`src/rtl/hazard_scoreboard.sv`:
```
// Hazard controller: operand forwarding, load-use detection,
// long-latency scoreboard and stall/flush sequencing for F/D/E/M/W.
module hazard_scoreboard #(
  parameter int REG_AW  = 5,
  parameter int NUM_FWD = 2,
  parameter int SEL_W   = $clog2(NUM_FWD + 1)
) (
  input  logic                      clk,
  input  logic                      rst,
  input  logic                      d_cache_stall,
  input  logic                      i_cache_stall,
  input  logic                      alu_stallE,
  input  logic                      flush_exceptionM,
  input  logic                      flush_pred_failedM,
  input  logic                      flush_jump_conflictE,
  input  logic [REG_AW-1:0]         rsD,
  input  logic [REG_AW-1:0]         rtD,
  input  logic [REG_AW-1:0]         writeregD,
  input  logic                      regwriteD,
  input  logic [REG_AW-1:0]         rsE,
  input  logic [REG_AW-1:0]         rtE,
  input  logic [REG_AW-1:0]         writeregE,
  input  logic                      regwriteE,
  input  logic                      mem_readE,
  input  logic [NUM_FWD-1:0]        fwd_valid,
  input  logic [NUM_FWD*REG_AW-1:0] fwd_addr,
  input  logic                      sb_issue,
  input  logic                      sb_done,
  input  logic [REG_AW-1:0]         sb_issue_reg,
  input  logic [REG_AW-1:0]         sb_done_reg,
  output logic                      stallF,
  output logic                      stallD,
  output logic                      stallE,
  output logic                      stallM,
  output logic                      stallW,
  output logic                      flushF,
  output logic                      flushD,
  output logic                      flushE,
  output logic                      flushM,
  output logic                      flushW,
  output logic [SEL_W-1:0]          forward_1E,
  output logic [SEL_W-1:0]          forward_2E,
  output logic                      sb_busy
);

  localparam int NREG = 1 << REG_AW;

  logic [NREG-1:0]  r_sb;
  logic [NREG-1:0]  w_sb_nxt;
  logic             r_busy;
  logic             r_dfr;
  logic             w_dfr_nxt;
  logic [SEL_W-1:0] w_fwd1;
  logic [SEL_W-1:0] w_fwd2;
  logic             w_lu;
  logic             w_sb_hit;
  logic             w_ms;
  logic             w_stallD;
  logic             w_stallE;
  logic             w_flushD;
  logic             w_flushE;
  logic             w_exc;

  // Forward select: scan oldest to youngest so the youngest match wins
  always_comb begin
    w_fwd1 = '0;
    w_fwd2 = '0;
    for (int k = NUM_FWD - 1; k >= 0; k--) begin
      if (fwd_valid[k]) begin
        if (rsE != '0 &&
            fwd_addr[k*REG_AW +: REG_AW] == rsE)
          w_fwd1 = SEL_W'(k + 1);
        if (rtE != '0 &&
            fwd_addr[k*REG_AW +: REG_AW] == rtE)
          w_fwd2 = SEL_W'(k + 1);
      end
    end
  end

  // Scoreboard next state: clear first so a same-register set wins
  always_comb begin
    w_sb_nxt = r_sb;
    if (sb_done)
      w_sb_nxt[sb_done_reg] = 1'b0;
    if (sb_issue && sb_issue_reg != '0)
      w_sb_nxt[sb_issue_reg] = 1'b1;
  end

  // Deferred jump-conflict flush held across a data-cache stall
  always_comb begin
    w_dfr_nxt = r_dfr;
    if (flush_exceptionM || !d_cache_stall)
      w_dfr_nxt = 1'b0;
    else if (flush_jump_conflictE)
      w_dfr_nxt = 1'b1;
  end

  // Scoreboard, busy flag and deferred flush state
  always_ff @(posedge clk or posedge rst) begin
    if (rst) begin
      r_sb   <= '0;
      r_busy <= 1'b0;
      r_dfr  <= 1'b0;
    end else begin
      r_sb   <= w_sb_nxt;
      r_busy <= |w_sb_nxt;
      r_dfr  <= w_dfr_nxt;
    end
  end

  // Hazard detection and stall/flush equations
  always_comb begin
    w_exc = flush_exceptionM;
    w_ms  = d_cache_stall | alu_stallE;
    w_lu  = regwriteE & mem_readE &
            (writeregE != '0) &
            ((writeregE == rsD) |
             (writeregE == rtD));
    w_sb_hit = r_sb[rsD] | r_sb[rtD] |
               (regwriteD & r_sb[writeregD]);
    w_stallD = w_ms | i_cache_stall |
               w_lu | w_sb_hit;
    w_stallE = w_ms;
    w_flushD = w_exc | flush_pred_failedM |
               (flush_jump_conflictE & ~d_cache_stall) |
               (r_dfr & ~d_cache_stall);
    w_flushE = w_exc |
               (flush_pred_failedM & ~alu_stallE) |
               (w_stallD & ~w_stallE);
  end

  // Outputs forced quiet while reset is held
  always_comb begin
    stallD     = w_stallD & ~rst;
    stallF     = w_stallD & ~w_exc & ~rst;
    stallE     = w_stallE & ~rst;
    stallM     = w_stallE & ~rst;
    stallW     = w_stallE & ~rst;
    flushF     = 1'b0;
    flushD     = w_flushD & ~rst;
    flushE     = w_flushE & ~rst;
    flushM     = w_exc & ~rst;
    flushW     = 1'b0;
    forward_1E = rst ? '0 : w_fwd1;
    forward_2E = rst ? '0 : w_fwd2;
    sb_busy    = r_busy & ~rst;
  end

endmodule

```
`config.mk`:
```
export PLATFORM = sky130hd
export DESIGN_NAME = hazard_scoreboard
export DESIGN_NICKNAME = d
export VERILOG_FILES = /design/src/rtl/hazard_scoreboard.sv
export SDC_FILE = /design/constraint.sdc
export NUM_CORES = 1
export LEC_CHECK = 0
export CAP_MARGIN = 0
export CORE_UTILIZATION = 50
export CTS_CLUSTER_DIAMETER = 100
export DETAILED_ROUTE_END_ITERATION = 12
export PLACE_DENSITY = 0.84
export SYNTH_ARGS = -nofsm -noshare
export SYNTH_HDL_FRONTEND = slang
export SYNTH_SLANG_ARGS = --single-unit
```
`constraint.sdc`:
```
create_clock -name clk -period 8.6 [get_ports clk]
set_input_delay 2.15 -clock clk [delete_from_list [all_inputs] [get_ports clk]]
set_output_delay 2.15 -clock clk [all_outputs]
set_load 0.01 [all_outputs]
```
* Word level (Yosys, flattened, before mapping) *
Index checks and enable logic that the tools add are counted.

word-level totals
  bits in registers = 34
  bits of input ports = 65
  output and inout bits = 15

cells by class
  magnitude comparators = 7
  equality and inequality tests = 6
  mux-type cells = 24
  bitwise logic cells = 36
  reduce and logical (&&, ||, !) cells = 15

operator list
  kind                  number
  $mux W32              2
  $and A32 B32 Y32      1
  $not A32 Y32          1
  $or A32 B32 Y32       1
  $reduce_or A32 Y1     1
  $eq A5 B5 Y1          6
  $lt A5 B6 Y1 const B  5
  $mux W2               10
  $reduce_bool A5 Y1    4
  $and A1 B1 Y1         16
  $bmux W1 S5           3
  $or A1 B1 Y1          12
  $demux W1 S5          2
  $ge A5 B1 Y1 const B  2
  $logic_and A1 B1 Y1   7
  $mux W1               7
  $not A1 Y1            5
  $reduce_bool A2 Y1    1
  $logic_not A1 Y1      1
  $logic_or A1 B1 Y1    1

* Logic depth before layout (Yosys ltp) *
Gate-level depths: netlist of run 1.

  depth after elaboration = 10
  depth in mapped cells = 9
  depth with buffers taken out = 7

* Least setup slack after synthesis of run 1 *
Ideal clock, no wire load.

  kind = input to output
  start point = input rsD[1]
  end point = output flushE
  arrival = 3703 ps
  data required time = 6450 ps
  slack = 2747 ps
  stages on the path = 8
  buffers on the path = 1
  path through = buf_6 -> mux4_2 -> mux2i_1 -> nor3b_1 -> nor4bb_1 -> o311ai_1 -> o31ai_1 -> a21oi_1

on the way
  cells in the longest elaborated chain, start to end = 8

ends and longest elaborated chain
  element                                                               RTL line  text
  start: declaration                                                    16        input logic [REG_AW-1:0] rsD,
  $bmux W1 S5 / $eq A5 B5 Y1 (equally long branches)                    119, 117
  $mux W1 (implied by the code) / $or A1 B1 Y1 (equally long branches)  119, 117
  $or A1 B1 Y1 / $and A1 B1 Y1 (equally long branches)                  119, 116
  $or A1 B1 Y1 (on tied branches)                                       119, 121
  $or A1 B1 Y1 *                                                        122       w_lu | w_sb_hit;
  $and A1 B1 Y1 *                                                       129       (w_stallD & ~w_stallE);
  $or A1 B1 Y1 *                                                        128       (flush_pred_failedM & ~alu_stallE) |
  $and A1 B1 Y1 *                                                       141       flushE = w_flushE & ~rst;
  end: declaration                                                      38        output logic flushE,

Every way passes the cells marked *; elsewhere a longest branch is shown, timed or not. The select of a mux whose other input is x is not followed.

* Final worst setup path of run 1 *
  start point = input rtD[1]
  end point = output stallF

on the way
  cells in the longest elaborated chain, start to end = 7

ends and longest elaborated chain
  element                                                               RTL line  text
  start: declaration                                                    17        input logic [REG_AW-1:0] rtD,
  $bmux W1 S5 / $eq A5 B5 Y1 (equally long branches)                    119, 118
  $mux W1 (implied by the code) / $or A1 B1 Y1 (equally long branches)  119, 117
  $or A1 B1 Y1 / $and A1 B1 Y1 (equally long branches)                  119, 116
  $or A1 B1 Y1 (on tied branches)                                       119, 121
  $or A1 B1 Y1 *                                                        122
  $and A1 B1 Y1 * (2 in a row)                                          135       stallF = w_stallD & ~w_exc & ~rst;
  end: declaration                                                      31        output logic stallF,

Marked as above.

==> results of run 1 <==
worst max-delay path, delay by kind of cell:
kind            cells  cell delay [ns]
compound gates      2             0.28
buf+inv             2             1.57
mux                 1             0.30
simple gates        4             0.76
routing by layer:
metal / global-route usage / share of wire / up-vias
met2: 0.5063 / 0.48 / 169
met3: 0.06548 / 0.086 / 12
met5: 0 / 0 / -
li1: - / - / 1286
met1: 0.3838 / 0.41 / 1399
met4: 0.1058 / 0.016 / 0
worst paths after layout:
path | startpoint | end
worst max-delay path | rtD[1] | stallF
worst min-delay path | r_dfr | r_dfr
worst max register to register | r_sb[16] | r_busy
worst min register to register | r_dfr | r_dfr
max in group asynchronous | rst | r_sb[20]
min in group asynchronous | rst | r_dfr
stage by stage:
stage	hold slack, ns	cells	utilization
2_1_floorplan	0.5236	303	-
4_1_cts	0.6046	445	0.7057
5_1_grt	0.6211	445	0.7057
3_3_place_gp	0.5776	437	0.6839
3_5_place_dp	0.5889	437	0.6839
6_report	0.5999	445	0.7057
cells in the mapped netlist, types with 2 or more instances:
library cell / instances
mux2_2: 2
nor3_1: 4
o21ai_1: 10
xor2_1: 4
clkbuf_1: 3
nor2b_1: 9
nor4_1: 10
nand2b_1: 4
nor3b_1: 2
nand2_1: 19
mux2i_1: 21
o21ai_0: 53
a21oi_1: 7
nand3_1: 14
nand4_1: 9
nand4b_1: 2
or4_1: 5
inv_1: 3
xnor2_1: 26
mux4_2: 16
and2b_1: 2
buf_4: 4
and2_1: 3
a22o_1: 2
nor2_1: 11
buf_2: 6
dfrtp_1: 34
a22oi_1: 2
cells by family (layout without fill, tap and decap cells):
family | count (synthesis) | count (layout) | share of synthesized area
xor gates and xnor gates | 30 | 30 | 0.09400
and+or+nand+nor | 98 | 98 | 0.1925
DFF | 34 | 34 | 0.3044
buffers and inverters | 17 | 89 | 0.03357
other | 1 | 2 | 0.001342
AOI/OAI and AO/OA | 83 | 83 | 0.1620
muxes | 39 | 39 | 0.2122
flip-flops by register name (all words and copies together), names as in the netlist:
name    flops
r_sb       32
r_busy      1
r_dfr       1
power by group:
| part | total (mW) | switching (mW) | internal (mW) |
|---|---|---|---|
| logic | 0.207 | 0.0963 | 0.111 |
| clock network | 0.147 | 0.0608 | 0.0861 |
| registers | 0.240 | 0.0454 | 0.194 |
final cells by class:
type / count / share of cell area
Multi-Input combinational cell: 252 / 0.5017
Sequential cell: 34 / 0.2302
Timing Repair Buffer: 78 / 0.2106
Tap cell: 70 / 0.02370
Clock buffer: 5 / 0.01862
Clock inverter: 3 / 0.01219
Inverter: 3 / 0.003047
==> impl_results.md, run 1 <==
- Synth Flop Type: dfrtp_1
- CTS buffer count: 5
- Area growth, synth to finish: 32.23%
- Headroom to the max-slew limit: 0.3721
- P_leak: 1.341 nW
- Register bit total from synthesis: 34
- FF-to-FF path depth: 5
- Min-delay worst type: flop to flop
- CP required: 6.45 ns
- Total chip power: 594.1 uW
- Distinct cell type count of the synthesized netlist: 43
- Clock sinks: 34
- Flip-flop and latch area: 850.8 um2
- Final setup vio count: 0
- Type of origin of the critical path: primary input
- Placement Cell Area: 3582 um2
- Global-route usage over all layers: 0.3022
- Worst slack at placement: 1.412 ns
- Crit-path max FO: 17
- Critical path's largest stage delay: 1.09 ns
- Ports: 80
- Post-synth EDFFs: 0
- Vias in the first global route: 2804
- Hold Path Cell Cnt: 2
- Synth Cell Area: 2795 um2
- Synth Area per Inst: 9.256 um2
- Final antenna-violating net count: 0
- CTS max path bufs: 2
- Fill cells: 426
- Hold buffers post-CTS: 0
- Global-route wire length before repair: 13900 um
- CTS tree: done
- Congestion Overflow GR: 0
- Design area: 3696 um2
- Clk_skew: 0.006330 ns
- Status: complete, no violations
- Die width: 76.77 um
- Hold Vio Cnt, Final: 0
- Ys async rst share: 1.000
- Die area: 5894 um2
- R2R Setup Slk: 6.65 ns
- Initial antenna violation count: 0
- Crit. End Element: output pin
- RSZ-0062 raised after global routing: no
- CP max-delay cell: clkdlybuf4s50_1
- Fmax achieved: 0.1387 GHz
- Layout cells sized above 1: 0.07200
- Pwr Density: 160.7 nW/um2
- Final Cycle Share: 0.8383
- Wire per inst: 19.44 um
- Final Max Tran Viols: 0
- Top-area cell type share of the netlist area: 0.3044
- Multi-input logic area: 1854 um2
- Drt pass-1 iters: 5
- Reg clk slew, reported paths: 0.07 ns
- Setup Fix Bufs, Post-CTS: 0
- Cell count after synthesis: 302
- Cell Chain, Critical Path: clkdlybuf4s50_1 > mux2i_1 > a22oi_1 > nand3_1 > nor4bb_1 > o311ai_1 > nor3_1 > nor3_1 > clkdlybuf4s50_1
- I/O Buffers: 77
- Num rows: 26
- Synth Warn #: 0
- Sequential fraction of the synthesis area: 0.3044
- Final worst slack: 1.391 ns
- Pin count of the biggest net entering global routing: 37
- Commonest non-fill, non-tap cell in the layout: clkdlybuf4s50_1
- Post-DR vias/cell: 6.440
- Die Ht: 76.77 um
- Arr. time, crit path: 5.06 ns
- Synth area leader: dfrtp_1
- Number of max-cap violations: 0
- Crit path time final: 7.209 ns
- Nets: 439
- H-tree Lvls: 2
- Largest cells by area after synthesis: dfrtp_1 (30%), mux4_2 (13%), o21ai_0 (9.5%), xnor2_1 (8.1%), mux2i_1 (7.5%)
- Area of the core: 5238 um2
- Commonest non-fill, non-tap cells in the layout: clkdlybuf4s50_1 (77), o21ai_0 (53), dfrtp_1 (34), xnor2_1 (26), mux2i_1 (21)
- VDD IR max: 0.0001335 V
- Critical path type: primary input to output pin
- Post-CTS Resized: 0
- Detailed Route WL: 8649 um
- Ant diodes: 0
- DR iter-0 viols: 248
- Post-detail-place hpwl: 6710 um
- Starting Density: 0.5337
- Skew-Pair Late Insertion Delay: 0.29 ns
- Sum of negative setup slack: 0 ns
- Slew @ Worst Pin: 0.9389 ns
- Vias: 2866
- DRC: 0
- Root Driver: clkbuf_8
- Routability congestion estimate: 0.9230
No activity file was read; power rests on OpenSTA's default activity.
==> inputs of run 2 (changes only) <==
--- a/config.mk
+++ b/config.mk
@@ -6,10 +6,10 @@
 export NUM_CORES = 1
 export LEC_CHECK = 0
 export CAP_MARGIN = 0
-export CORE_UTILIZATION = 50
+export CORE_UTILIZATION = 44
 export CTS_CLUSTER_DIAMETER = 100
 export DETAILED_ROUTE_END_ITERATION = 12
-export PLACE_DENSITY = 0.84
+export PLACE_DENSITY = 0.79
 export SYNTH_ARGS = -nofsm -noshare
 export SYNTH_HDL_FRONTEND = slang
 export SYNTH_SLANG_ARGS = --single-unit
==> constraint.sdc (replaced) <==
create_clock -name clk -period 6.2 [get_ports clk]
set_input_delay 1.55 -clock clk [delete_from_list [all_inputs] [get_ports clk]]
set_output_delay 1.55 -clock clk [all_outputs]
set_load 0.01 [all_outputs]
==> impl_results.md, run 2 (synthesis gave the netlist of run 1 again) <==
- Critical path type: primary input to output pin (unchanged)
- Flop pwr share: 0.406 (was 0.404)
- Final worst slack: 0.3595 ns (was 1.391 ns)
- Post-DR vias/cell: 6.302 (was 6.440)
- Ports: 80 (unchanged)
- Pwr Density: 220.9 nW/um2 (was 160.7 nW/um2)
- Area of the core: 6026 um2 (was 5238 um2)
- Pint: 542.9 uW (was 391.7 uW)
- Ant diodes: 0 (unchanged)
- CTS buffer count: 5 (unchanged)
- Hold Path Cell Cnt: 2 (unchanged)
- CTS tree: done (unchanged)
- Pin count of the biggest net entering global routing: 34 (was 37)
- Placed cells: 445 (was 437)
- Routability congestion estimate: 0.9363 (was 0.9230)
- CTS max path bufs: 2 (unchanged)
- Worst reg2reg endpoint: r_busy (unchanged)
- Post-detail-place hpwl: 6954 um (was 6710 um)
- Hold buffers post-CTS: 0 (unchanged)
- Global-route usage over all layers: 0.2715 (was 0.3022)
- Die width: 81.71 um (was 76.77 um)
- Initial antenna violation count: 0 (unchanged)
- Hold Path Origin: r_dfr (unchanged)
- Commonest non-fill, non-tap cells in the layout: clkdlybuf4s50_1 (77), o21ai_0 (53), dfrtp_1 (34), xnor2_1 (26), mux2i_1 (21) (unchanged)
- Post-route insts no fill: 453 (was 445)
- R2R Path Start: r_sb[20] (was r_sb[16])
- Min-delay worst type: flop to flop (unchanged)
- Setup Fix Bufs, Post-CTS: 0 (unchanged)
- CP required: 4.65 ns (was 6.45 ns)
- Slew @ Worst Pin: 0.5007 ns (was 0.9389 ns)
- Combinational Power Share: 0.349 (about the same)
- Crit-path max FO: 7 (was 17)
- Sum of negative setup slack: 0 ns (unchanged)
- VDD IR max: 0.0001460 V (was 0.0001335 V)
- DRC: 0 (unchanged)
- Drt pass-1 iters: 5 (unchanged)
- Total chip power: 821.8 uW (was 594.1 uW)
- Headroom to the max-slew limit: 0.6652 (was 0.3721)
- Root Driver: clkbuf_8 (unchanged)
- FF-to-FF path depth: 5 (unchanged)
- Congestion Overflow GR: 0 (unchanged)
- Clk_skew: 0.005502 ns (was 0.006330 ns)
- Hold endpoint: r_dfr (unchanged)
- Die Ht: 81.71 um (was 76.77 um)
- Top reg by flops: r_sb (unchanged)
- Starting Density: 0.4639 (was 0.5337)
- Area growth, synth to finish: 33.08% (was 32.23%)
- Number of max-cap violations: 0 (unchanged)
- Commonest non-fill, non-tap cell in the layout: clkdlybuf4s50_1 (unchanged)
- Arr. time, crit path: 4.29 ns (was 5.06 ns)
- Die area: 6676 um2 (was 5894 um2)
- R2R Setup Slk: 4.31 ns (was 6.65 ns)
- Global-route wire length before repair: 13520 um (was 13900 um)
- Clock sinks: 34 (unchanged)
- Final Cycle Share: 0.9420
- P_leak: 1.363 nW (was 1.341 nW)
- Type of origin of the critical path: primary input (unchanged)
- Crit path time final: 5.841 ns
- Hold Vio Cnt, Final: 0 (unchanged)
- Wire per inst: 19.34 um (was 19.44 um)
- Clock group share of total power: 0.244 (was 0.247)
- Post-CTS Resized: 0 (unchanged)
- Detailed Route WL: 8759 um (was 8649 um)
- I/O Buffers: 77 (unchanged)
- Status: complete, no violations (unchanged)
- Worst slack at placement: 0.3373 ns (was 1.412 ns)
- Fmax achieved: 0.1712 GHz
- H-tree Lvls: 2 (unchanged)
- Final antenna-violating net count: 0 (unchanged)
- Final setup vio count: 0 (unchanged)
- Final Max Tran Viols: 0 (unchanged)
- Sw frac: 0.3394 (was 0.3408)
- Skew-Pair Late Insertion Delay: 0.29 ns (about the same)
- Biggest regs: r_sb (32), r_busy (1), r_dfr (1) (unchanged)
- Reg clk slew, reported paths: 0.07 ns (about the same)
- Layout cells sized above 1: 0.07937 (was 0.07200)
- Psw: 278.9 uW (was 202.4 uW)
- Nets: 442 (was 439)
- DR iter-0 viols: 247 (was 248)
- Crit. End Element: output pin (unchanged)
- Fin util: 0.6173 (was 0.7057)
- Max FFs per register: 32 (unchanged)
- Num rows: 28 (was 26)
- Vias in the first global route: 2803 (was 2804)
- RSZ-0062 raised after global routing: no (unchanged)
- Vias: 2855 (was 2866)
-- run 2: cell types whose count changed in the layout (fill, tap and decap cells not counted), sizes merged --
cell	delta
buf	+3
clkinvlp	-2
clkinv	+2
-- run 2: cell type report --
class	instances	area, um2
Fill cell	509	2306
Clock buffer	5	68.82
Tap cell	75	93.84
Multi-Input combinational cell	252	1854
Sequential cell	34	850.8
Clock inverter	3	40.04
Inverter	3	11.26
Timing Repair Buffer	81	800.8
-- run 2: power groups by stage --
stage / logic, mW / registers, mW / clock network [mW]
2_1_floorplan: 0.187 / 0.303 / 0
6_report: 0.287 / 0.334 / 0.201
3_3_place_gp: 0.274 / 0.332 / 0
5_1_grt: 0.312 / 0.338 / 0.211
4_1_cts: 0.284 / 0.329 / 0.201
3_5_place_dp: 0.283 / 0.333 / 0
-- run 2: critical path, cell delays in order --
cell and delay, ns:
clkdlybuf4s50_1 0.73, mux4_2 0.55, mux2_2 0.27, o211ai_1 0.16, a21boi_0 0.18, o31ai_1 0.24
a21oi_1 0.10, clkdlybuf4s50_1 0.50
-- run 2: worst max path at each step --
| stage | startpoint | end | slack (ns) | depth (start not counted) |
|---|---|---|---|---|
| after floorplan | rsD[1] | flushE | 1.55 | 8 |
| after global placement | rsD[0] | stallF | 0.38 | 8 |
| after detailed placement | writeregD[0] | stallF | 0.34 | 8 |
| after CTS | writeregD[0] | stallF | 0.33 | 8 |
| after global routing | writeregD[0] | stallF | 0.22 | 8 |
| final | writeregD[0] | flushE | 0.36 | 8 |
-- run 2: per-layer routing --
metal,GRT usage,wire (um)
met4,0.07719,141
met1,0.3449,3380
met2,0.4633,4301
met3,0.06000,935
met5,0,0
-- run 2: metrics by stage --
step	instance area, um2	hold WS [ns]
finish	3720	0.5945
global route	3720	0.6575
CTS	3720	0.5981
detailed placement	3611	0.5875
global placement	3611	0.5793
floorplan	2799	0.5236
==> inputs of run 3 (changes only) <==
--- a/config.mk
+++ b/config.mk
@@ -6,10 +6,11 @@
 export NUM_CORES = 1
 export LEC_CHECK = 0
 export CAP_MARGIN = 0
-export CORE_UTILIZATION = 44
+export CORE_MARGIN = 2
+export CORE_UTILIZATION = 50
 export CTS_CLUSTER_DIAMETER = 100
 export DETAILED_ROUTE_END_ITERATION = 12
-export PLACE_DENSITY = 0.79
+export PLACE_DENSITY = 0.84
 export SYNTH_ARGS = -nofsm -noshare
 export SYNTH_HDL_FRONTEND = slang
 export SYNTH_SLANG_ARGS = --single-unit
==> constraint.sdc (replaced) <==
create_clock -name clk -period 6.95 [get_ports clk]
set_input_delay 1.7375 -clock clk [delete_from_list [all_inputs] [get_ports clk]]
set_output_delay 1.7375 -clock clk [all_outputs]
set_load 0.01 [all_outputs]
==> impl_results.md, run 3 (synthesis gave the netlist of run 1 again) <==
- Fill cells: 437 (was 509)
- P_leak: 1.348 nW (was 1.363 nW)
- CTS tree: done (unchanged)
- Fmax achieved: 0.1607 GHz
- Routability congestion estimate: 0.9073 (was 0.9363)
- CP required: 5.21 ns (was 4.65 ns)
- Global-route usage over all layers: 0.2878 (was 0.2715)
- Worst slack at placement: 0.7300 ns (was 0.3373 ns)
- Final Max Tran Viols: 0 (unchanged)
- Flop pwr share: 0.422 (was 0.406)
- Pin count of the biggest net entering global routing: 36 (was 34)
- DR iter-0 viols: 249 (was 247)
- Detailed Route WL: 8558 um (was 8759 um)
- DRC: 0 (unchanged)
- Sum of negative setup slack: 0 ns (unchanged)
- Setup Fix Bufs, Post-CTS: 0 (unchanged)
- Arr. time, crit path: 4.49 ns (was 4.29 ns)
- Ant diodes: 0 (unchanged)
- Final antenna-violating net count: 0 (unchanged)
- Fin util: 0.6786 (was 0.6173)
- Status: complete, no violations (unchanged)
- Headroom to the max-slew limit: 0.6013 (was 0.6652)
- Skew-Pair Late Insertion Delay: 0.29 ns (about the same)
- Post-DR vias/cell: 6.421 (was 6.302)
- Crit path time final: 6.223 ns
- Initial antenna violation count: 0 (unchanged)
- Commonest non-fill, non-tap cells in the layout: clkdlybuf4s50_1 (77), o21ai_0 (53), dfrtp_1 (34), xnor2_1 (26), mux2i_1 (21) (unchanged)
- Die Ht: 78.77 um (was 81.71 um)
- Hold buffers post-CTS: 0 (unchanged)
- Num rows: 27 (was 28)
- Starting Density: 0.5139 (was 0.4639)
- Drt pass-1 iters: 5 (unchanged)
- Die area: 6205 um2 (was 6676 um2)
- Reg clk slew, reported paths: 0.06 ns (was 0.07 ns)
- Hold Vio Cnt, Final: 0 (unchanged)
- Final Cycle Share: 0.8955
- Ports: 80 (unchanged)
- Global-route wire length before repair: 13770 um (was 13520 um)
- Clock sinks: 34 (unchanged)
- Max FFs per register: 32 (unchanged)
- Number of max-cap violations: 0 (unchanged)
- Slew @ Worst Pin: 0.5962 ns (was 0.5007 ns)
- Congestion Overflow GR: 0 (unchanged)
- Vias in the first global route: 2857 (was 2803)
- Post-CTS Resized: 0 (unchanged)
- Clk_skew: 0.005974 ns (was 0.005502 ns)
- Type of origin of the critical path: primary input (unchanged)
- Post-detail-place hpwl: 6808 um (was 6954 um)
- RSZ-0062 raised after global routing: no (unchanged)
- Die width: 78.77 um (was 81.71 um)
- Wire per inst: 19.06 um (was 19.34 um)
- Biggest regs: r_sb (32), r_busy (1), r_dfr (1) (unchanged)
- Nets: 441 (was 442)
- Clock group share of total power: 0.213 (was 0.244)
- Top reg by flops: r_sb (unchanged)
- Area of the core: 5439 um2 (was 6026 um2)
- Critical path type: primary input to output pin (unchanged)
- Placed cells: 441 (was 445)
- H-tree Lvls: 2 (unchanged)
- Crit. End Element: output pin (unchanged)
- Sw frac: 0.3475 (was 0.3394)
- Psw: 244.3 uW (was 278.9 uW)
- Min-delay worst type: flop to flop (unchanged)
- Combinational Power Share: 0.366 (was 0.349)
- Post-route insts no fill: 449 (was 453)
- Pint: 458.6 uW (was 542.9 uW)
- Crit-path max FO: 7 (unchanged)
- CTS buffer count: 5 (unchanged)
- Final setup vio count: 0 (unchanged)
- CTS max path bufs: 2 (unchanged)
- Area growth, synth to finish: 32.05% (was 33.08%)
- VDD IR max: 0.0001412 V (was 0.0001460 V)
- Vias: 2883 (was 2855)
- Layout cells sized above 1: 0.07427 (was 0.07937)
- Root Driver: clkbuf_8 (unchanged)
- Final worst slack: 0.7265 ns (was 0.3595 ns)
- Pwr Density: 190.4 nW/um2 (was 220.9 nW/um2)
- I/O Buffers: 77 (unchanged)
- Commonest non-fill, non-tap cell in the layout: clkdlybuf4s50_1 (unchanged)
run 3: cell count changes in the layout (fill, tap and decap cells not counted):
cell,delta
clkbuf_1,+1
clkinv_2,-1
buf_4,-1
clkbuf_8,+1
bufinv_16,-1
run 3: metrics by stage:
stage	total power, mW	area (um2)	hold WS (ns)
after floorplan	0.4378	2799	0.5236
after global placement	0.5361	3600	0.5740
after detailed placement	0.5476	3600	0.5720
after CTS	0.6939	3691	0.5798
after global routing	0.7392	3691	0.6285
final	0.7028	3691	0.5809
run 3: power by group through the flow:
stage	clock, mW	sequential (mW)	combinational [mW]
2_1_floorplan	0	0.271	0.167
5_1_grt	0.158	0.300	0.281
6_report	0.150	0.296	0.257
4_1_cts	0.149	0.292	0.254
3_5_place_dp	0	0.295	0.252
3_3_place_gp	0	0.291	0.245
run 3: worst paths after layout:
check	startpoint	end	slack [ns]	cells after the start
max reg2reg	r_sb[16]	r_busy	5.01	5
min reg2reg	r_dfr	r_dfr	0.58	2
min in group asynchronous	rst	r_dfr	1.83	2
max in group asynchronous	rst	r_sb[22]	4.52	3
max	writeregD[0]	flushE	0.73	8
min	r_dfr	r_dfr	0.58	2
run 3: layer usage:
metal	share of wire	track usage	up-vias
met2	0.48	0.4667	194
met5	0	0	-
met1	0.39	0.3675	1357
met4	0.030	0.1105	0
li1	-	-	1297
met3	0.10	0.08068	35
run 3: final cells by class:
cell class | count | area (um2) | share of cell area
repair buffers | 80 | 793.3 | 0.2149
multi-input cells | 252 | 1854 | 0.5024
well taps | 72 | 90.09 | 0.02441
clock buffers | 7 | 86.33 | 0.02339
clock inverters | 1 | 5.005 | 0.001356
inverters | 3 | 11.26 | 0.003051
flip-flops and latches | 34 | 850.8 | 0.2305
run 3: critical path: stages:
cell and delay, ns:
clkdlybuf4s50_1 0.74, mux4_2 0.57, mux2_2 0.28, o211ai_1 0.15
a21boi_0 0.18, o31ai_1 0.23, a21oi_1 0.11, clkdlybuf4s50_1 0.49
